===== src/rtl/ddr_arb_pkg.sv =====
// ddr_arb_pkg: shared state encodings, grant codes and timing defaults for the DDR request arbiter.
package ddr_arb_pkg;
  typedef enum logic [1:0] {IDLE, ISSUE, GAP} state_t;
  localparam logic [1:0] GID_INS = 2'd0;
  localparam logic [1:0] GID_DRD = 2'd1;
  localparam logic [1:0] GID_STORE = 2'd2;
  localparam logic [1:0] GID_JMP = 2'd3;
  localparam int DEF_STARVE_LIMIT = 16;
  localparam int DEF_GAP_CYCLES = 2;
endpackage


===== src/rtl/ddr_req_arbiter_if.sv =====
// ddr_req_arbiter_if: requester, completion and DDR burst-port signals of the arbiter.
interface ddr_req_arbiter_if #(
  parameter int ADDR_W = 28,
  parameter int LEN_W = 8
);
  logic init_done;
  logic ic_rd_req, dc_rd_req, dc_wr_req, jmp_rd_req;
  logic [ADDR_W-1:0] ic_rd_addr, dc_rd_addr, dc_wr_addr, jmp_rd_addr;
  logic [LEN_W-1:0] ic_rd_len;
  logic ic_done, dc_rd_done, dc_wr_done, jmp_done;
  logic ddr_ins_read_req, ddr_data_read_req, ddr_data_store_req, ddr_jmp_read_req;
  logic [ADDR_W-1:0] ddr_rd_addr, ddr_wr_addr;
  logic [LEN_W-1:0] ddr_ins_len;
  logic rd_burst_finish, wr_burst_finish;
  logic busy;
  logic [1:0] grant_id;
  modport slave (
    input init_done, ic_rd_req, dc_rd_req, dc_wr_req, jmp_rd_req,
    input ic_rd_addr, dc_rd_addr, dc_wr_addr, jmp_rd_addr, ic_rd_len,
    input rd_burst_finish, wr_burst_finish,
    output ic_done, dc_rd_done, dc_wr_done, jmp_done,
    output ddr_ins_read_req, ddr_data_read_req, ddr_data_store_req, ddr_jmp_read_req,
    output ddr_rd_addr, ddr_wr_addr, ddr_ins_len, busy, grant_id
  );
  modport master (
    output init_done, ic_rd_req, dc_rd_req, dc_wr_req, jmp_rd_req,
    output ic_rd_addr, dc_rd_addr, dc_wr_addr, jmp_rd_addr, ic_rd_len,
    output rd_burst_finish, wr_burst_finish,
    input ic_done, dc_rd_done, dc_wr_done, jmp_done,
    input ddr_ins_read_req, ddr_data_read_req, ddr_data_store_req, ddr_jmp_read_req,
    input ddr_rd_addr, ddr_wr_addr, ddr_ins_len, busy, grant_id
  );
endinterface


===== src/rtl/ddr_arb_pick.sv =====
// ddr_arb_pick: fixed-priority pick (store > jump > data read > ins) with starved-ins override.
module ddr_arb_pick
  import ddr_arb_pkg::*;
(
  input  logic       ic,
  input  logic       drd,
  input  logic       wr,
  input  logic       jmp,
  input  logic       starve,
  output logic       valid,
  output logic [1:0] gid
);
  always_comb begin
    valid = ic | drd | wr | jmp;
    gid = (starve && ic) ? GID_INS : wr ? GID_STORE : jmp ? GID_JMP : drd ? GID_DRD : GID_INS;
  end
endmodule


===== src/rtl/ddr_req_arbiter.sv =====
// ddr_req_arbiter: grants the shared DDR burst port to one cache requester at a time.
module ddr_req_arbiter
  import ddr_arb_pkg::*;
#(
  parameter int ADDR_W = 28,
  parameter int LEN_W = 8,
  parameter int STARVE_LIMIT = DEF_STARVE_LIMIT,
  parameter int GAP_CYCLES = DEF_GAP_CYCLES
) (
  input logic mem_clk,
  input logic rst,
  ddr_req_arbiter_if.slave bus
);
  state_t state, state_nx;
  logic [7:0] scnt, gcnt;
  logic [3:0] req, done;
  logic [1:0] gid, pick_id;
  logic [ADDR_W-1:0] rd_addr, wr_addr;
  logic [LEN_W-1:0] ins_len;
  logic pick_v, starve, grant, fin, ic_owner, gap_end;
  ddr_arb_pick u_pick (
    .ic(bus.ic_rd_req), .drd(bus.dc_rd_req), .wr(bus.dc_wr_req), .jmp(bus.jmp_rd_req),
    .starve(starve), .valid(pick_v), .gid(pick_id)
  );
  always_comb begin
    starve = scnt == 8'(STARVE_LIMIT);
    grant = state == IDLE && bus.init_done && pick_v;
    fin = state == ISSUE && (gid == GID_STORE ? bus.wr_burst_finish : bus.rd_burst_finish);
    ic_owner = state == ISSUE && gid == GID_INS;
    gap_end = gcnt == 8'(GAP_CYCLES - 1);
    state_nx = state == IDLE ? (grant ? ISSUE : IDLE) :
               state == ISSUE ? (fin ? GAP : ISSUE) : (gap_end ? IDLE : GAP);
  end
  always_ff @(posedge mem_clk or posedge rst)
    if (rst) begin
      state <= IDLE;
      scnt <= '0;
      gcnt <= '0;
      req <= '0;
      done <= '0;
      gid <= GID_INS;
      rd_addr <= '0;
      wr_addr <= '0;
      ins_len <= '0;
    end else begin
      state <= state_nx;
      scnt <= (!bus.ic_rd_req || (grant && pick_id == GID_INS)) ? '0 :
              (ic_owner || starve) ? scnt : scnt + 8'd1;
      gcnt <= state == GAP ? gcnt + 8'd1 : '0;
      done <= '0;
      if (grant) begin
        req <= 4'b1 << pick_id;
        gid <= pick_id;
        rd_addr <= pick_id == GID_INS ? bus.ic_rd_addr : pick_id == GID_DRD ? bus.dc_rd_addr :
                   pick_id == GID_JMP ? bus.jmp_rd_addr : '0;
        wr_addr <= pick_id == GID_STORE ? bus.dc_wr_addr : '0;
        ins_len <= pick_id == GID_INS ? bus.ic_rd_len : '0;
      end else if (fin) begin
        req <= '0;
        rd_addr <= '0;
        wr_addr <= '0;
        ins_len <= '0;
        done <= 4'b1 << gid;
      end
    end
  assign {bus.ddr_jmp_read_req, bus.ddr_data_store_req, bus.ddr_data_read_req, bus.ddr_ins_read_req} = req;
  assign {bus.jmp_done, bus.dc_wr_done, bus.dc_rd_done, bus.ic_done} = done;
  assign bus.ddr_rd_addr = rd_addr;
  assign bus.ddr_wr_addr = wr_addr;
  assign bus.ddr_ins_len = ins_len;
  assign bus.grant_id = gid;
  assign bus.busy = state != IDLE;
endmodule

===== src/flat_wrapper.sv =====
// flat-port wrapper written by rule: the top's interface ports become plain ports
module ddr_req_arbiter_flat import ddr_arb_pkg::*;
#(
  parameter int ADDR_W = 28,
  parameter int LEN_W = 8,
  parameter int STARVE_LIMIT = DEF_STARVE_LIMIT,
  parameter int GAP_CYCLES = DEF_GAP_CYCLES
)
  (mem_clk, rst, bus_init_done, bus_ic_rd_req, bus_dc_rd_req, bus_dc_wr_req, bus_jmp_rd_req, bus_ic_rd_addr, bus_dc_rd_addr, bus_dc_wr_addr, bus_jmp_rd_addr, bus_ic_rd_len, bus_rd_burst_finish, bus_wr_burst_finish, bus_ic_done, bus_dc_rd_done, bus_dc_wr_done, bus_jmp_done, bus_ddr_ins_read_req, bus_ddr_data_read_req, bus_ddr_data_store_req, bus_ddr_jmp_read_req, bus_ddr_rd_addr, bus_ddr_wr_addr, bus_ddr_ins_len, bus_busy, bus_grant_id);
  ddr_req_arbiter_if #(.ADDR_W(ADDR_W), .LEN_W(LEN_W)) bus_i ();
  input logic mem_clk;
  input logic rst;
  input wire logic [$bits(bus_i.init_done)-1:0] bus_init_done;
  input wire logic [$bits(bus_i.ic_rd_req)-1:0] bus_ic_rd_req;
  input wire logic [$bits(bus_i.dc_rd_req)-1:0] bus_dc_rd_req;
  input wire logic [$bits(bus_i.dc_wr_req)-1:0] bus_dc_wr_req;
  input wire logic [$bits(bus_i.jmp_rd_req)-1:0] bus_jmp_rd_req;
  input wire logic [$bits(bus_i.ic_rd_addr)-1:0] bus_ic_rd_addr;
  input wire logic [$bits(bus_i.dc_rd_addr)-1:0] bus_dc_rd_addr;
  input wire logic [$bits(bus_i.dc_wr_addr)-1:0] bus_dc_wr_addr;
  input wire logic [$bits(bus_i.jmp_rd_addr)-1:0] bus_jmp_rd_addr;
  input wire logic [$bits(bus_i.ic_rd_len)-1:0] bus_ic_rd_len;
  input wire logic [$bits(bus_i.rd_burst_finish)-1:0] bus_rd_burst_finish;
  input wire logic [$bits(bus_i.wr_burst_finish)-1:0] bus_wr_burst_finish;
  output wire logic [$bits(bus_i.ic_done)-1:0] bus_ic_done;
  output wire logic [$bits(bus_i.dc_rd_done)-1:0] bus_dc_rd_done;
  output wire logic [$bits(bus_i.dc_wr_done)-1:0] bus_dc_wr_done;
  output wire logic [$bits(bus_i.jmp_done)-1:0] bus_jmp_done;
  output wire logic [$bits(bus_i.ddr_ins_read_req)-1:0] bus_ddr_ins_read_req;
  output wire logic [$bits(bus_i.ddr_data_read_req)-1:0] bus_ddr_data_read_req;
  output wire logic [$bits(bus_i.ddr_data_store_req)-1:0] bus_ddr_data_store_req;
  output wire logic [$bits(bus_i.ddr_jmp_read_req)-1:0] bus_ddr_jmp_read_req;
  output wire logic [$bits(bus_i.ddr_rd_addr)-1:0] bus_ddr_rd_addr;
  output wire logic [$bits(bus_i.ddr_wr_addr)-1:0] bus_ddr_wr_addr;
  output wire logic [$bits(bus_i.ddr_ins_len)-1:0] bus_ddr_ins_len;
  output wire logic [$bits(bus_i.busy)-1:0] bus_busy;
  output wire logic [$bits(bus_i.grant_id)-1:0] bus_grant_id;
  assign bus_i.init_done = bus_init_done;
  assign bus_i.ic_rd_req = bus_ic_rd_req;
  assign bus_i.dc_rd_req = bus_dc_rd_req;
  assign bus_i.dc_wr_req = bus_dc_wr_req;
  assign bus_i.jmp_rd_req = bus_jmp_rd_req;
  assign bus_i.ic_rd_addr = bus_ic_rd_addr;
  assign bus_i.dc_rd_addr = bus_dc_rd_addr;
  assign bus_i.dc_wr_addr = bus_dc_wr_addr;
  assign bus_i.jmp_rd_addr = bus_jmp_rd_addr;
  assign bus_i.ic_rd_len = bus_ic_rd_len;
  assign bus_i.rd_burst_finish = bus_rd_burst_finish;
  assign bus_i.wr_burst_finish = bus_wr_burst_finish;
  assign bus_ic_done = bus_i.ic_done;
  assign bus_dc_rd_done = bus_i.dc_rd_done;
  assign bus_dc_wr_done = bus_i.dc_wr_done;
  assign bus_jmp_done = bus_i.jmp_done;
  assign bus_ddr_ins_read_req = bus_i.ddr_ins_read_req;
  assign bus_ddr_data_read_req = bus_i.ddr_data_read_req;
  assign bus_ddr_data_store_req = bus_i.ddr_data_store_req;
  assign bus_ddr_jmp_read_req = bus_i.ddr_jmp_read_req;
  assign bus_ddr_rd_addr = bus_i.ddr_rd_addr;
  assign bus_ddr_wr_addr = bus_i.ddr_wr_addr;
  assign bus_ddr_ins_len = bus_i.ddr_ins_len;
  assign bus_busy = bus_i.busy;
  assign bus_grant_id = bus_i.grant_id;
  ddr_req_arbiter #(.ADDR_W(ADDR_W), .LEN_W(LEN_W), .STARVE_LIMIT(STARVE_LIMIT), .GAP_CYCLES(GAP_CYCLES)) u_core (.mem_clk(mem_clk), .rst(rst), .bus(bus_i));
endmodule

===== config.mk =====
export PLATFORM = sky130hd
export DESIGN_NAME = ddr_req_arbiter_flat
export DESIGN_NICKNAME = d
export VERILOG_FILES = /design/src/rtl/ddr_arb_pkg.sv /design/src/rtl/ddr_req_arbiter_if.sv /design/src/rtl/ddr_arb_pick.sv /design/src/rtl/ddr_req_arbiter.sv /design/src/flat_wrapper.sv
export SDC_FILE = /design/constraint.sdc
export NUM_CORES = 1
export LEC_CHECK = 0
export ABC_AREA = 1
export CAP_MARGIN = 25
export CORE_MARGIN = 10
export CORE_UTILIZATION = 43
export DETAILED_ROUTE_END_ITERATION = 8
export GPL_TIMING_DRIVEN = 0
export PLACE_DENSITY_LB_ADDON = 0.25
export SYNTH_ARGS = -nofsm -noshare
export SYNTH_HDL_FRONTEND = slang
export SYNTH_SLANG_ARGS = --single-unit

===== constraint.sdc =====
create_clock -name mem_clk -period 3.4 [get_ports mem_clk]
set_clock_uncertainty 0.05 [all_clocks]
set_input_delay 0.51 -clock mem_clk [delete_from_list [all_inputs] [get_ports mem_clk]]
set_output_delay 0.51 -clock mem_clk [all_outputs]
set_load 0.005 [all_outputs]

# ---- After elaboration in Yosys (flattened, before gate mapping)
# Cells that the tools add are included.
dict set report word_totals {
  reg_bits 92
  latch_bits 0
  mem_bits_rw 0
  mem_bits_ro 0
  in_bits 129
  output_inout_bits 75
  wordCells 66
  n_memories 0
}
dict set report op_classes {
  n_addsub 2
  mul 0
  div_mod_pow 0
  magnitude_cmp 0
  n_eq_ne 9
  n_shift 2
  muxes 27
  bitwise_logic 3
  reduce_logical 14
}
# op count
set op_table {}
lappend op_table {{2-to-1 mux 28 bit} 7}
lappend op_table {{2-to-1 mux 8 bit} 6}
lappend op_table {{adder 8 x 1 -> 8 bit, second input constant} 2}
lappend op_table {{2-to-1 mux 4 bit} 4}
lappend op_table {{2-to-1 mux 2 bit} 7}
lappend op_table {{== test 2 bit, second input constant} 4}
lappend op_table {{== test 8 x 1 -> 1 bit, second input constant} 1}
lappend op_table {{== test 8 x 5 -> 1 bit, second input constant} 1}
lappend op_table {{<< shifter 1 x 2 -> 4 bit, first input constant} 2}
lappend op_table {{logical AND 1 bit} 6}
lappend op_table {{logical NOT 2 bit} 3}
lappend op_table {{== test 2 x 1 -> 1 bit, second input constant} 2}
lappend op_table {{nonzero test 2 bit} 2}
lappend op_table {{2-to-1 mux 1 bit} 3}
lappend op_table {{bitwise OR 1 bit} 3}
lappend op_table {{logical OR 1 bit} 2}
lappend op_table {{!= test 2 x 1 -> 1 bit, second input constant} 1}
lappend op_table {{logical NOT 1 bit} 1}

# ---- Depth between registers and ports, before layout
dict set report logic_depth {
  depth_word 9
  ltp_mapped 11
  mapped_depth_nobuf 11
}

# ---- Cells and area by module
# A second synthesis with hierarchy kept.
dict set report unflattened {
  cells_unflattened 587
  hier_area_um2 4523.1
}
# mod instances cells_per_inst area_each_um2 seq_area_each_um2
set by_module_without_submodules {}
lappend by_module_without_submodules {ddr_req_arbiter 1 577 4480.5 2302.2}
lappend by_module_without_submodules {ddr_arb_pick 1 10 42.5 0.0}

# ---- Worst setup path after synthesis
# Ideal clock, no wire load.
dict set report synth_path {
  kind {register to register}
  startpoint {register u_core.scnt[0]}
  endpoint {register u_core.rd_addr[0], in the netlist u_core.bus.ddr_rd_addr[0]}
  setup_time_ns 0.117
  arrival_ns 1.450
  required_time_ns 3.233
  slack_ns 1.783
  path_stages_with_launch 12
  n_path_buf 2
  synth_period_minus_slack_ns 1.617
  cell_sequence {dfrtp_1 > inv_1 > ha_1 > inv_1 > nor2_1 > nand3_2 > buf_2 > buf_6 > nand4_1 > nand3_1 > nand2_1 > nand2_1}
}
dict set report synth_via {
  elab_chain_cells 8
  word_cells_on_any_way 10
  cone_classes {3 x eq/ne; 5 x mux; 2 x reduce/logical}
}
# element line
set synth_lines {}
lappend synth_lines {{start, declared} ddr_req_arbiter.sv:15} ;# logic [7:0] scnt, gcnt;
lappend synth_lines {{start signal, assigned} ddr_req_arbiter.sv:47} ;# scnt <= (!bus.ic_rd_req || (grant && pick_id == GID_INS)) ? '0 :
lappend synth_lines {{== test 8 x 5 -> 1 bit *} ddr_req_arbiter.sv:26} ;# starve = scnt == 8'(STARVE_LIMIT);
lappend synth_lines {{logical AND 1 bit *} ddr_arb_pick.sv:15} ;# gid = (starve && ic) ? GID_INS : wr ? GID_STORE : jmp ? GID_JMP : drd ? GID_DRD : GID_INS;
lappend synth_lines {{2-to-1 mux 2 bit *} ddr_arb_pick.sv:15}
lappend synth_lines {{== test 2 bit} ddr_req_arbiter.sv:55} ;# pick_id == GID_JMP ? bus.jmp_rd_addr : '0;
lappend synth_lines {{2-to-1 mux 28 bit} ddr_req_arbiter.sv:55}
lappend synth_lines {{2-to-1 mux 28 bit} ddr_req_arbiter.sv:54} ;# rd_addr <= pick_id == GID_INS ? bus.ic_rd_addr : pick_id == GID_DRD ? bus.dc_rd_addr :
lappend synth_lines {{2-to-1 mux 28 bit *} ddr_req_arbiter.sv:54}
lappend synth_lines {{2-to-1 mux 28 bit *} ddr_req_arbiter.sv:51} ;# if (grant) begin
lappend synth_lines {{end signal, assigned} ddr_req_arbiter.sv:54}
lappend synth_lines {{end, declared} ddr_req_arbiter.sv:18} ;# logic [ADDR_W-1:0] rd_addr, wr_addr;
# Every way passes the cells marked *; elsewhere a longest branch is shown, timed or not.
# A chain may end at the register's enable or synchronous reset.

# ---- Worst setup path after layout
dict set report layout_path {
  startpoint {input bus_jmp_rd_req}
  endpoint {register u_core.rd_addr[7], in the netlist u_core.bus.ddr_rd_addr[7]}
}
dict set report layout_via {
  elab_chain_cells 8
  word_cells_on_any_way 13
  cone_classes {2 x eq/ne; 7 x mux; 1 x bitwise; 3 x reduce/logical}
}
# element line
set layout_lines {}
lappend layout_lines {{start, declared} flat_wrapper.sv:17} ;# input wire logic [$bits(bus_i.jmp_rd_req)-1:0] bus_jmp_rd_req;
lappend layout_lines {{2-to-1 mux 2 bit (3 in a row)} ddr_arb_pick.sv:15}
lappend layout_lines {{== test 2 bit} ddr_req_arbiter.sv:55}
lappend layout_lines {{2-to-1 mux 28 bit} ddr_req_arbiter.sv:55}
lappend layout_lines {{2-to-1 mux 28 bit (2 in a row)} ddr_req_arbiter.sv:54}
lappend layout_lines {{2-to-1 mux 28 bit} ddr_req_arbiter.sv:51}
# Several ways; a longest one is shown, not always the timed one.

==> impl.org <==
** Status
- The flow ran to the end, and the final reports show no timing, DRC or antenna violations.

** Placed design
- At the placement stage, the worst setup path has a slack of 957.3 ps.
- Once placement finished, the instance area stood at 7027 um^2.
- The congestion estimate from routability-driven global placement came to between 0.9 and 1.
- Detailed placement finished with a half-perimeter wire length of roughly 13,000 um.
- Buffers on Ports :: 203

** Power
- VDD IR max :: 0.3781 mV
- In this run the power density over the cells is 625.0 nW/um^2.
- For this design the static power due to leakage is ~3.6 nW.
- Overall power consumption after layout is estimated at 4.530 mW.

** Clock network
- Number of buffers inserted during clock tree synthesis :: 9
- Once the clock tree was built, the setup fixing pass inserted 0 buffers.
- TritonCTS built the clock tree.
- The number of gates resized after CTS was 0.
- Clock transition at path regs :: 90 ps
- Clock root buffer master :: sky130_fd_sc_hd__clkbuf_8
- Deepest level of the CTS H-tree :: 3
- Maximum buffer depth of the clock tree :: 2
- Clock latency on the worst-skew pair, taken at its later pin, is ~360 ps.
- The number of hold buffers added after CTS was 0.
- TritonCTS sink count :: 92

** Timing
- Final worst setup slack :: 1286 ps
- Final setup TNS :: 0 ps
- Worst-margin pin slew :: about 600 ps
- Slew HR :: 0.5967
- Portion of the clock cycle consumed by the worst path in the final layout :: 0.6218
- Setup repair after global routing left no endpoint under its margin.
- Setup violations remaining at the end of the flow were counted as 0.
- Final Hold Vio Count :: 0
- Final period demand of the worst path :: 2114 ps
- The tightest hold path in the finished design has a slack of roughly 410 ps.
- Based on the critical path, the design can be clocked at up to around 0.47 GHz.
- Final count of pins violating max slew :: 0

** Cells and area
- In the final layout, the share of cells above drive strength 1 is 0.07933.
- ANT cells :: 0
- With fillers left out, the area of the finished cells amounts to 7248 um^2.
- Fill cells in the final layout number between 900 and 1,000.
- Leading cell types in the layout, fill and taps excluded :: sky130_fd_sc_hd__clkdlybuf4s50_1, sky130_fd_sc_hd__nand2_1, sky130_fd_sc_hd__dfrtp_1
- Layout overhead on the synthesized area :: 51.33%
- NumNets Final :: about 960
- Most common cell after layout, fill and taps aside :: sky130_fd_sc_hd__clkdlybuf4s50_1

** Floorplanning
- The die is 125.5 um wide.
- After floorplanning, the core was sized to cover about 11,000 um^2.
- Std cell rows :: 38
- Total die area :: between 15,000 and 20,000 um^2
- Top Ports :: ~200
- Vertical die dimension :: between 100 and 150 um
- Starting utilization of the core area :: 0.4399

** Synth
- In the synthesized netlist the async set-or-reset flop fraction comes to 1.000.
- Synthesized Nets :: 746
- After synthesis the cells add up to between 4000 and 5000 um^2.
- After synthesis the netlist holds a flip-flop and latch count of 92.
- Yosys mapped a number of flops with a built-in enable equal to 0.
- Each instance of the synthesized netlist takes up on average about 7.8 um^2.
- Cell count after synthesis :: just over 600
- Share of synthesized area occupied by flip-flops and latches :: 0.4807
- The synthesized netlist contains 26 unique library cells.
- For this run, the number of Yosys warnings is 0.
- Main flop type after synthesis :: sky130_fd_sc_hd__dfrtp_1

** Detailed routing
- First-pass detailed-route iteration total :: 5
- The detail route stage leaves a number of antenna-violating nets equal to 0.
- The final route contains 4,965 vias.
- Uppermost layer routed :: met4
- After detailed routing, the number of remaining DRC violations is 0.
- Routed metal-1 wirelength :: roughly 6800 um
- Dividing the detail-routed via count by the number of cells gives between 5 and 6.
- In the detailed route, the total length drawn on met3 is between 1500 and 2000 um.
- Met2 Wirelength :: around 8100 um
- Detailed router's first-iteration violation count :: ~340
- Detailed-route wire length :: 16,900 um
- Wire per inst :: about 17 um

** GRT
- Wire length of the first global-routing pass :: between 20,000 and 30,000 um
- Number of global-route vias before repair :: around 5,200
- The number of antenna violations at the first check in global routing came to 0.
- Largest net degree at the start of global routing :: 50
- Overflow left after global routing :: 0
- Total Routing Usage GR :: 0.2063

** Worst setup path
- The worst setup path is launched from a primary input.
- STA classifies the critical path endpoint as a flop.
- Critical Path AT :: ~2400 ps
- CP Max Fanout :: 10
- The largest single stage delay on the critical path is 470 ps.
- Sequence of cells on the critical path :: clkdlybuf4s50_1 > inv_2 > clkbuf_1 > buf_1 > nand4_1 > nand3_1 > nand2_1 > nand2_1
- Most common cell on crit path :: sky130_fd_sc_hd__nand2_1
- Data on the critical path is required at its endpoint by between 3000 and 4000 ps.
- The worst setup path is of the in2reg kind.
- Slowest library cell on the worst path :: sky130_fd_sc_hd__clkdlybuf4s50_1

** Worst hold path
- The tightest min-delay check is of the reg2reg type.

** Flow run
- Across the run, the number of max-cap violations was 0.
-- synth_stat cells (4+ instances only) --
library cell / n / area, um^2
sky130_fd_sc_hd__nand2_1: 173 / 649.4
sky130_fd_sc_hd__dfrtp_1: 92 / 2302
sky130_fd_sc_hd__inv_1: 83 / 311.6
sky130_fd_sc_hd__nand4_1: 60 / 375.4
sky130_fd_sc_hd__nand3_1: 49 / 245.2
sky130_fd_sc_hd__a21oi_1: 30 / 150.1
sky130_fd_sc_hd__o21ai_0: 25 / 125.1
sky130_fd_sc_hd__nor2_1: 22 / 82.58
sky130_fd_sc_hd__buf_2: 13 / 65.06
sky130_fd_sc_hd__buf_6: 11 / 123.9
sky130_fd_sc_hd__o21ai_2: 11 / 96.34
sky130_fd_sc_hd__nor3_1: 10 / 50.05
sky130_fd_sc_hd__clkbuf_1: 7 / 26.28
sky130_fd_sc_hd__inv_2: 5 / 18.77
sky130_fd_sc_hd__buf_1: 4 / 15.01
sky130_fd_sc_hd__ha_1: 4 / 50.05
-- worst max-delay path, delay by kind of cell --
family / cells / cell delay, ps
buffers and inverters: 4 / 1430
AND/OR/NAND/NOR: 4 / 430
-- state kept, by name (all words and copies together), names as in the netlist --
name,count
u_core.bus.ddr_ins_len,8
u_core.scnt,8
u_core.state,2
u_core.gcnt,8
u_core.bus.ddr_rd_addr,28
u_core.bus.grant_id,2
u_core.done,4
u_core.bus.ddr_wr_addr,28
u_core.req,4
-- metal layers --
layer | GRT usage | vias to the layer above
met5 | 0 | -
met4 | 0.06301 | 0
met3 | 0.08281 | 23
met2 | 0.3438 | 198
met1 | 0.2376 | 2334
li1 | - | 2410
-- final timing paths --
check | startpoint | end | slack, ps | depth (start not counted)
hold reg to reg | u_core.bus.grant_id[0] | u_core.done[0] | 410 | 1
min in group asynchronous | rst | u_core.bus.ddr_wr_addr[21] | 540 | 2
setup reg to reg | u_core.scnt[0] | u_core.bus.ddr_wr_addr[5] | 1470 | 11
setup / recovery | bus_jmp_rd_req | u_core.bus.ddr_rd_addr[7] | 1290 | 8
max in group asynchronous | rst | u_core.gcnt[6] | 2110 | 3
hold / removal | u_core.bus.grant_id[0] | u_core.done[0] | 410 | 1
-- where the power goes --
| part | internal (mW) | switching [mW] | leakage [nW] |
|---|---|---|---|
| Combinational | 1.06 | 0.930 | 2.22 |
| Sequential | 1.48 | 0.228 | 1.23 |
| Clock | 0.433 | 0.399 | 0.105 |
| Total | 2.97 | 1.56 | 3.55 |
-- cell families (layout without fill, tap and decap cells) --
logic type,count (synthesis),after routing,share of synthesized area
simple gates,322,322,0.3046
buf+inv,126,345,0.1212
flops,92,92,0.4807
compound gates,67,67,0.07941
fa+ha+maj,4,4,0.01045
xor+xnor,2,2,0.003658
-- stage by stage --
step | instances | util
floorplan | 613 | -
CTS | 972 | 0.6657
global route | 972 | 0.6657
global placement | 956 | 0.6426
detailed placement | 957 | 0.6454
finish | 972 | 0.6657
-- cell type report --
cell class	count	area, um^2	area share
Buffer	38	250.2	0.03452
Clock buffer	10	137.6	0.01899
Clock inverter	5	83.83	0.01157
Inverter	88	332.8	0.04592
Multi-Input combinational cell	395	1907	0.2631
Sequential cell	92	2302	0.3176
Tap cell	140	175.2	0.02417
Timing Repair Buffer	204	2059	0.2841
Power figures use the tool's default switching activity.
